### src/rtl/lvt_read_stage_pipelined.sv
// Read side of the LVT multi-ported memory: aligns the LVT bank select with the bank
// read data, forwards writes that storage cannot yet show, and registers one word per read port.
module lvt_read_stage_pipelined #(
  parameter int WIDTH    = 32,
  parameter int DEPTH    = 512,
  parameter int PORTS    = 2,
  parameter int RPORTS   = 2,
  parameter int LVT_LAT  = 3,
  parameter int BANK_LAT = 2,
  parameter int WR_VIS   = 3,
  localparam int AW = $clog2(DEPTH),
  localparam int SW = (PORTS > 1) ? $clog2(PORTS) : 1
) (
  input  logic                          clk,
  input  logic                          rst_n,
  input  logic [RPORTS-1:0]             rd_valid,
  input  logic [RPORTS*AW-1:0]          rd_addr,
  output logic [RPORTS*AW-1:0]          lvt_raddr,
  output logic [RPORTS*AW-1:0]          bank_raddr,
  input  logic [RPORTS*SW-1:0]          lvt_sel,
  input  logic [RPORTS*PORTS*WIDTH-1:0] bank_rdata,
  input  logic [PORTS-1:0]              wr_en,
  input  logic [PORTS*AW-1:0]           wr_addr,
  input  logic [PORTS*WIDTH-1:0]        wr_data,
  output logic [RPORTS-1:0]             rd_data_valid,
  output logic [RPORTS*WIDTH-1:0]       rd_data,
  output logic [15:0]                   fwd_count
);

  localparam int L       = (LVT_LAT > BANK_LAT) ? LVT_LAT : BANK_LAT;
  localparam int SEL_DLY = (BANK_LAT > LVT_LAT) ? (BANK_LAT - LVT_LAT) : 0;
  localparam int DAT_DLY = (LVT_LAT > BANK_LAT) ? (LVT_LAT - BANK_LAT) : 0;
  localparam int HN      = WR_VIS - 1;
  localparam int HD      = (HN > 0) ? HN : 1;

  assign lvt_raddr  = rd_addr;
  assign bank_raddr = rd_addr;

  logic [PORTS-1:0]       hist_en   [HD];
  logic [PORTS*AW-1:0]    hist_addr [HD];
  logic [PORTS*WIDTH-1:0] hist_data [HD];

  // Entry 0 holds last cycle's writes; older entries shift toward HD-1.
  always_ff @(posedge clk or negedge rst_n) begin
    if (!rst_n) begin
      for (int k = 0; k < HD; k++) begin
        hist_en[k]   <= '0;
        hist_addr[k] <= '0;
        hist_data[k] <= '0;
      end
    end else begin
      for (int k = HD - 1; k > 0; k--) begin
        hist_en[k]   <= hist_en[k-1];
        hist_addr[k] <= hist_addr[k-1];
        hist_data[k] <= hist_data[k-1];
      end
      hist_en[0]   <= (HN > 0) ? wr_en : '0;
      hist_addr[0] <= wr_addr;
      hist_data[0] <= wr_data;
    end
  end

  logic [RPORTS-1:0]       fwd_hit;
  logic [RPORTS*WIDTH-1:0] fwd_word;

  // Oldest entry and lowest port scanned first so the youngest, highest-port match wins.
  always_comb begin
    fwd_hit  = '0;
    fwd_word = '0;
    for (int r = 0; r < RPORTS; r++) begin
      for (int k = HN - 1; k >= 0; k--) begin
        for (int b = 0; b < PORTS; b++) begin
          if (hist_en[k][b] && (hist_addr[k][b*AW +: AW] == rd_addr[r*AW +: AW])) begin
            fwd_hit[r]                  = 1'b1;
            fwd_word[r*WIDTH +: WIDTH]  = hist_data[k][b*WIDTH +: WIDTH];
          end
        end
      end
    end
  end

  logic [RPORTS-1:0]       vld_pipe [L];
  logic [RPORTS-1:0]       hit_pipe [L];
  logic [RPORTS*WIDTH-1:0] fwd_pipe [L];

  always_ff @(posedge clk or negedge rst_n) begin
    if (!rst_n) begin
      for (int k = 0; k < L; k++) begin
        vld_pipe[k] <= '0;
        hit_pipe[k] <= '0;
        fwd_pipe[k] <= '0;
      end
    end else begin
      vld_pipe[0] <= rd_valid;
      hit_pipe[0] <= fwd_hit & rd_valid;
      fwd_pipe[0] <= fwd_word;
      for (int k = 1; k < L; k++) begin
        vld_pipe[k] <= vld_pipe[k-1];
        hit_pipe[k] <= hit_pipe[k-1];
        fwd_pipe[k] <= fwd_pipe[k-1];
      end
    end
  end

  logic [RPORTS*SW-1:0]          sel_aligned;
  logic [RPORTS*PORTS*WIDTH-1:0] bank_aligned;

  if (SEL_DLY > 0) begin : g_sel_dly
    logic [RPORTS*SW-1:0] sel_sr [SEL_DLY];
    always_ff @(posedge clk or negedge rst_n) begin
      if (!rst_n) begin
        for (int k = 0; k < SEL_DLY; k++) sel_sr[k] <= '0;
      end else begin
        sel_sr[0] <= lvt_sel;
        for (int k = 1; k < SEL_DLY; k++) sel_sr[k] <= sel_sr[k-1];
      end
    end
    assign sel_aligned = sel_sr[SEL_DLY-1];
  end else begin : g_sel_direct
    assign sel_aligned = lvt_sel;
  end

  if (DAT_DLY > 0) begin : g_dat_dly
    logic [RPORTS*PORTS*WIDTH-1:0] dat_sr [DAT_DLY];
    always_ff @(posedge clk or negedge rst_n) begin
      if (!rst_n) begin
        for (int k = 0; k < DAT_DLY; k++) dat_sr[k] <= '0;
      end else begin
        dat_sr[0] <= bank_rdata;
        for (int k = 1; k < DAT_DLY; k++) dat_sr[k] <= dat_sr[k-1];
      end
    end
    assign bank_aligned = dat_sr[DAT_DLY-1];
  end else begin : g_dat_direct
    assign bank_aligned = bank_rdata;
  end

  logic [RPORTS*WIDTH-1:0] out_word;
  logic [16:0]             fwd_sum;

  // An out-of-range select leaves the word at zero; a forward hit overrides the bank.
  always_comb begin
    out_word = '0;
    fwd_sum  = {1'b0, fwd_count};
    for (int r = 0; r < RPORTS; r++) begin
      for (int b = 0; b < PORTS; b++) begin
        if (int'(sel_aligned[r*SW +: SW]) == b)
          out_word[r*WIDTH +: WIDTH] = bank_aligned[(r*PORTS+b)*WIDTH +: WIDTH];
      end
      if (hit_pipe[L-1][r]) begin
        out_word[r*WIDTH +: WIDTH] = fwd_pipe[L-1][r*WIDTH +: WIDTH];
        if (vld_pipe[L-1][r]) fwd_sum = fwd_sum + 17'd1;
      end
    end
  end

  always_ff @(posedge clk or negedge rst_n) begin
    if (!rst_n) begin
      rd_data_valid <= '0;
      rd_data       <= '0;
      fwd_count     <= '0;
    end else begin
      rd_data_valid <= vld_pipe[L-1];
      for (int r = 0; r < RPORTS; r++) begin
        if (vld_pipe[L-1][r]) rd_data[r*WIDTH +: WIDTH] <= out_word[r*WIDTH +: WIDTH];
      end
      fwd_count <= fwd_sum[16] ? 16'hFFFF : fwd_sum[15:0];
    end
  end

  for (genvar r = 0; r < RPORTS; r++) begin : g_sel_chk
    a_sel_legal: assert property (@(posedge clk) disable iff (!rst_n)
      vld_pipe[L-1][r] |-> (int'(sel_aligned[r*SW +: SW]) < PORTS));
  end

endmodule
### config.mk
export PLATFORM = sky130hd
export DESIGN_NAME = lvt_read_stage_pipelined
export DESIGN_NICKNAME = d
export VERILOG_FILES = /design/src/rtl/lvt_read_stage_pipelined.sv
export SDC_FILE = /design/constraint.sdc
export NUM_CORES = 1
export LEC_CHECK = 0
export ABC_AREA = 1
export BUFFER_PORTS_ARGS = -buffer_cell sky130_fd_sc_hd__buf_2
export CAP_MARGIN = 0
export CORE_ASPECT_RATIO = 0.9
export CORE_MARGIN = 1.5
export CORE_UTILIZATION = 60
export CTS_CLUSTER_DIAMETER = 80
export DETAILED_ROUTE_END_ITERATION = 10
export PLACE_DENSITY = 0.88
export SYNTH_ARGS = -nofsm -noshare
export SYNTH_HDL_FRONTEND = slang
export SYNTH_SLANG_ARGS = --single-unit
### constraint.sdc
create_clock -name clk -period 5.5 [get_ports clk]
set_input_delay 0.825 -clock clk [delete_from_list [all_inputs] [get_ports clk]]
set_output_delay 0.825 -clock clk [all_outputs]
set_load 0.02 [all_outputs]
==> results.txt, run 1 <==
Minimum clock period: 2.85 ns
Hold-fix buffers, CTS: 0
Routed Antenna Nets: 0
Critical Path RT: 5.96 ns
Post-Synth XOR/XNOR Area: 1.66%
Syn_nets: 2297
Die W: 203 um
DRC Markers: 0
Critical Path Max Stage Delay: 0.51 ns
Setup TNS: 0 ns
Worst path bufs/invs: 2
Crit path max fanout: 68
Synth warnings: 0
Io pins: 354
CTS root buf: clkbuf_16
GPL Wtd Cong: 0.897
Final Hold Fails: 0
Port bufs: 353
RSZ-0062 raised after global routing: no
Largest net degree at the start of global routing: 163
Initial core utilization: 61.3%
CTS tree: done
Outcome: complete, no violations
Main area contributors after synthesis: dfrtp_1, nand2_1, a21oi_1, nor2_1, nand3_1
Worst Setup End Kind: register
Critical path class: reg2reg
Antenna violations before repair: 11
Yosys top cell area share: 67.3%
Synth Area in Compound Gates: 7.42%
Synthesized instance count: 2059
First DRT Iteration DRCs: 1826
Max-cap violation count: 0
Share of cells above drive strength 1: 22.9%
Crit Reg-Reg Startpoint: hit_pipe[0]
Fillers: 2420
Wirelength per Cell: 20.2 um
Worst path slowest cell: buf_4
H-tree levels: 2
Number of global-route vias before repair: 16300
Met2 WL: 28500 um
Site Rows: 65
PwrDens: 355 nW/um2
Total CTS buffers: 54
Total clock sinks: 582
M1 wire length: 22600 um
Avg Cell Area, Syn: 10.5 um2
CP arrival: 3.31 ns
PnR Total Power: 9.03 mW
Die area: 37200 um2
Area growth syn-to-layout: 17.5%
Die Y: 183 um
FF-to-FF setup slack: 2.65 ns
Top delay family on crit path: simple AND/OR/NAND/NOR gates
First-pass GRT wire length: 90000 um
Routed via count: 16200
Worst min-delay path category: in2async
Clk pin slew, worst setup/hold paths: 0.06 ns
FF-to-FF path depth: 13
PostCTS Resize Cnt: 0
Worst r2r dst: fwd_count[15]
CP Cell Sequence: buf_4 > nand2_4 > xor2_1 > inv_1 > ha_1 > nand2_1 > nor2_1 > nand4_1 > nor2_1 > nand2_2 > nor2_4 > nor2_4 > nand2_1
Post-Route WL: 58200 um
Max frequency: 0.351 GHz
Layout Skew: 0.0109 ns
Grt total ovfl: 0
Worst slew pin tran: 1.19 ns
Simple-gate portion of the synthesized area: 16.9%
Static leakage: 12.8 nW
Top Layer Used: met5
Skew-Pair Late Insertion Delay: 0.59 ns
Tcrit/Tclk final: 51.8%
WL met3: 5400 um
Postcts setup bufs: 0
Multiplexer share of the synthesized area: 1.48%
GRT Total Usage: 31.7%
Vias per inst: 5.64
Post-synthesis adder-cell area fraction: 0.116%
#FFs+latches synth: 582
Largest family of logic cells by synthesized area: simple AND/OR/NAND/NOR gates
# setup viols final: 0
Maximum root-to-sink buffer count: 3
DP HPWL: 39200 um
Startpoint Class: register
Unique masters post-synth: 35
Detailed Routing Iterations Pass 1: 9
Final Max Slew Viols: 0
# nets final: 2596
Worst VDD drop: 324 uV
Area leader, netlist: dfrtp_1
Slew headroom: 20.9%
Sequential area share after synthesis: 67.3%
Synthesized cell area: 21600 um2
Core area: 35300 um2
metal layers:
layer  vias to the layer above  track usage [%]
li1                       7214                -
met1                      7924             41.2
met2                       901             53.0
met3                       170             7.16
met4                         8             11.0
met5                         -                0
how the worst max path moves through the flow:
stage,startpoint,end,slack [ns],depth (start not counted)
after floorplan,rd_addr[17],fwd_pipe[169],3.32,9
after global placement,rd_addr[12],fwd_pipe[165],2.53,8
after detailed placement,rd_addr[12],fwd_pipe[180],2.35,8
after CTS,hit_pipe[0],fwd_count[11],2.66,13
after global routing,hit_pipe[0],fwd_count[2],2.38,13
final,hit_pipe[0],fwd_count[15],2.65,13
cells in the mapped netlist:
| cell | n |
|---|---|
| nand3_2 | 1 |
| buf_4 | 36 |
| dfrtp_1 | 582 |
| xor2_1 | 17 |
| clkinv_1 | 1 |
| nor4_2 | 1 |
| nor2_4 | 8 |
| a21oi_1 | 187 |
| inv_1 | 111 |
| or2_2 | 35 |
| nand2_4 | 1 |
| o21ai_1 | 5 |
| buf_2 | 24 |
| nor3b_1 | 3 |
| nor2_1 | 191 |
| o21bai_1 | 2 |
| mux2i_1 | 32 |
| nor2_2 | 8 |
| o211ai_1 | 1 |
| inv_2 | 5 |
| nand4_1 | 17 |
| nand2_2 | 20 |
| o21ai_0 | 28 |
| buf_6 | 1 |
| nor3_2 | 1 |
| ha_1 | 2 |
| xnor2_1 | 24 |
| nand3_1 | 97 |
| buf_1 | 8 |
| nand3b_1 | 6 |
| a31oi_1 | 67 |
| nand2_1 | 455 |
| clkbuf_1 | 61 |
| nor3_1 | 11 |
| o22ai_1 | 10 |
metrics by stage:
stage	cells	setup slack, ns	instance area, um2	utilization (%)	hold slack, ns
after floorplan	2059	3.32	21600	-	0.331
after global placement	2771	2.53	23600	66.8	0.332
after detailed placement	2771	2.35	23600	66.8	0.335
after CTS	2870	2.66	25400	72.0	0.308
after global routing	2871	2.38	25400	72.0	0.307
final	2876	2.65	25400	72.0	0.261
cells by family (layout without fill, tap and decap cells):
logic type | after synthesis | after routing
AOI/OAI and AO/OA | 300 | 300
xor gates and xnor gates | 41 | 41
adders and majority gates | 2 | 2
buffers and inverters | 247 | 589
DFF | 582 | 582
muxes | 32 | 32
other | 0 | 6
and+or+nand+nor | 855 | 855
flip-flops by register name, summed over array words and instances (netlist names):
signal / cells
fwd_pipe: 192
bank_aligned: 128
hist_data: 128
rd_data: 64
hist_addr: 36
fwd_count: 16
hit_pipe: 6
vld_pipe: 6
hist_en: 4
rd_data_valid: 2
layout by cell type (no fill, tap or decap), types with 5 or more instances in the layout:
master     count
o21ai_1        5
xnor2_1       24
o22ai_1       10
a21oi_1      187
o21ai_0       28
nand2_1      455
nand3_1       97
clkbuf_16     54
clkbuf_1      12
mux2i_1       32
inv_1        111
buf_2        352
clkbuf_8      10
or2_2         35
clkinv_2      11
inv_2          5
bufinv_16      5
xor2_1        17
dfrtp_1      579
buf_4         17
nor2_2        10
nand3b_1       6
a31oi_1       67
diode_2        6
nor2_1       187
nor2_4        10
nor3_1        10
nand2_2       20
nand4_1       17
worst register-to-register path, stage by stage, from the launching register on:
cell and delay [ns]:
dfrtp_2 0.34, buf_4 0.51, nand2_4 0.26, xor2_1 0.34, inv_1 0.09, ha_1 0.22, nand2_1 0.06, nor2_1 0.07
nand4_1 0.13, nor2_1 0.07, nand2_2 0.09, nor2_4 0.04, nor2_4 0.38, nand2_1 0.12
cell type report:
| class | instances | area [um2] | share of cell area (%) |
|---|---|---|---|
| Tap cell | 469 | 587 | 2.31 |
| Sequential cell | 582 | 14600 | 57.3 |
| Inverter | 117 | 439 | 1.73 |
| Timing Repair Buffer | 373 | 1960 | 7.73 |
| Multi-Input combinational cell | 1230 | 6020 | 23.7 |
| Antenna cell | 6 | 15.0 | 0.0590 |
| Clock inverter | 23 | 305 | 1.20 |
| Clock buffer | 76 | 1530 | 6.03 |
power breakdown:
group	total (mW)	internal [mW]	switching (mW)
Clock	3.79	2.20	1.60
Combinational	0.652	0.220	0.432
Sequential	4.58	4.46	0.122
(Power assumes the default switching activity.)
==> run 2, diff against run 1 <==
Settings changed: CORE_UTILIZATION 60 to 56, PLACE_DENSITY 0.88 to 0.83.
Clock period 5.5 ns to 2.65 ns, I/O delays scaled along.
==> run 2 against run 1 <==
- hold slack got worse by 0.058 ns
- total power increased by 120%
- setup slack got worse by 2.4 ns
- largest power group unchanged
- sequential share of layout area decreased by 5.2 points
==> results.txt, run 2 (synthesized netlist as in run 1, its figures left out) <==
Outcome: complete, no violations
Biggest register: fwd_pipe
Crit Reg-Reg Startpoint: hist_addr[19]
FF-to-FF setup slack: 0.29 ns
Static leakage: 13.9 nW
Worst min-delay path category: in2reg
Most frequent cells in the layout: dfrtp_1, nand2_1, buf_2
Cell count after placement: 2810
Worst path bufs/invs: 1
Final Max Slew Viols: 0
CTS root buf: clkbuf_16
Max-cap violation count: 0
Crit path max fanout: 44
Clk pin slew, worst setup/hold paths: 0.07 ns
Detailed Routing Iterations Pass 1: 7
Sequential power share: 48.8%
Postcts setup bufs: 0
Largest net degree at the start of global routing: 90
Register Area: 14600 um2
Antenna violations before repair: 6
Area growth syn-to-layout: 29.2%
Max FFs per register: 192
DP HPWL: 41500 um
CTS tree: done
Post-route cell area: 28000 um2
Port bufs: 353
Core area: 38200 um2
Pint: 14.8 mW
Routed Antenna Nets: 0
PwrDens: 698 nW/um2
Tcrit/Tclk final: 89.1%
Critical Path Max Stage Delay: 0.49 ns
Routed via count: 17600
Critical hold path startpoint: lvt_sel[1]
Finished Layout Cells: 3131
Critical Path RT: 3.14 ns
Number of global-route vias before repair: 18200
Startpoint Class: register
GRT Total Usage: 34.1%
Post-layout util: 73.2%
Io pins: 354
Slew headroom: 52.8%
Die area: 39800 um2
Wirelength per Cell: 21.3 um
Clock share of power: 42.6%
Minimum clock period: 2.36 ns
Die Y: 189 um
First DRT Iteration DRCs: 2117
RSZ-0062 raised after global routing: no
Skew-Pair Late Insertion Delay: 0.62 ns
Switch share: 23.9%
Worst slew pin tran: 0.707 ns
Maximum root-to-sink buffer count: 3
Total clock sinks: 582
Final Hold Fails: 0
Worst hold path stage count: 5
CP arrival: 2.85 ns
FF-to-FF path depth: 8
NetSw: 4.67 mW
Worst Setup End Kind: register
Worst r2r dst: fwd_pipe[163]
# setup viols final: 0
Critical path class: reg2reg
Fillers: 2473
Multi-input gate area: 6020 um2
Site Rows: 68
# nets final: 2829
Initial core utilization: 56.6%
CP Cell Sequence: nand2_1 > o21ai_1 > nor3_1 > nand3_1 > nor2_4 > buf_12 > a21oi_1 > a21oi_1
Commonest non-fill, non-tap cell in the layout: dfrtp_1
Comb power frac: 8.6%
Post-Route WL: 66700 um
First-pass GRT wire length: 103000 um
Share of cells above drive strength 1: 21.6%
PnR Total Power: 19.5 mW
Total CTS buffers: 54
GPL Wtd Cong: 0.880
Vias per inst: 5.61
Worst VDD drop: 565 uV
H-tree levels: 2
Most used cell, CP: a21oi_1
Max frequency: 0.424 GHz
Grt total ovfl: 0
Worst path slowest cell: nor2_4
Setup TNS: 0 ns
Die W: 210 um
Layout Skew: 0.0308 ns
DP Area: 23900 um2
DRC Markers: 0
Top delay family on crit path: simple AND/OR/NAND/NOR gates
Worst hold endpoint: rd_data[32]
[run 2: cell count changes in the layout (fill, tap and decap cells not counted), sizes merged]
cell,change
buf,+18
bufinv,+3
clkbuf,+1
clkinv,-3
clkinvlp,+1
dlygate4sd3,+215
inv,-1
[run 2: cell type report]
cell class / instances / share of cell area (%)
Sequential cell: 582 / 52.1
Multi-Input combinational cell: 1230 / 21.5
Timing Repair Buffer: 606 / 15.7
Clock buffer: 77 / 5.57
Tap cell: 490 / 2.19
Inverter: 117 / 1.57
Clock inverter: 23 / 1.31
Antenna cell: 6 / 0.0537
[run 2: repair_timing]
item	CTS	global route
endpoints found under the setup margin	0	1
hold buffers	215	0
gates resized for setup	0	1
endpoints found under the hold margin	262	0
[run 2: metrics by stage]
stage | hold slack [ns] | setup WS (ns)
global placement | 0.331 | 0.132
detailed placement | 0.335 | 0.109
floorplan | 0.102 | 0.604
finish | 0.203 | 0.289
CTS | 0.176 | 0.213
global route | 0.235 | 0.0579
[run 2: power by group through the flow]
stage | registers [mW] | logic [mW] | clock network, mW
after floorplan | 9.72 | 0.541 | 0
after global placement | 9.64 | 1.34 | 0
after detailed placement | 9.67 | 1.37 | 0
after CTS | 9.51 | 1.63 | 8.36
after global routing | 9.55 | 1.81 | 8.74
final | 9.53 | 1.67 | 8.31
[run 2: worst min-delay path, delay by kind of cell]
family / cells / cell delay [ns]
AO/OA/AOI/OAI: 1 / 0.07
AND/OR/NAND/NOR: 3 / 0.16
buffers and inverters: 1 / 0.14
[run 2: worst max path at each step]
| stage | start | endpoint | slack, ns | cells past startpoint |
|---|---|---|---|---|
| after floorplan | fwd_count[0] | fwd_count[5] | 0.60 | 13 |
| after global placement | rd_addr[10] | fwd_pipe[163] | 0.13 | 10 |
| after detailed placement | rd_addr[10] | fwd_pipe[163] | 0.11 | 10 |
| after CTS | hit_pipe[0] | fwd_count[10] | 0.21 | 9 |
| after global routing | fwd_count[0] | fwd_count[0] | 0.06 | 12 |
| final | hist_addr[19] | fwd_pipe[163] | 0.29 | 8 |
[run 2: per-layer routing]
metal	up-vias	GRT usage, %	share of wire (%)	wire (um)
met3	240	7.36	9.4	6280
met2	1144	56.9	48	32300
met4	2	12.6	4.0	2640
li1	7677	-	-	-
met1	8510	44.2	38	25400
met5	-	0	0.019	13
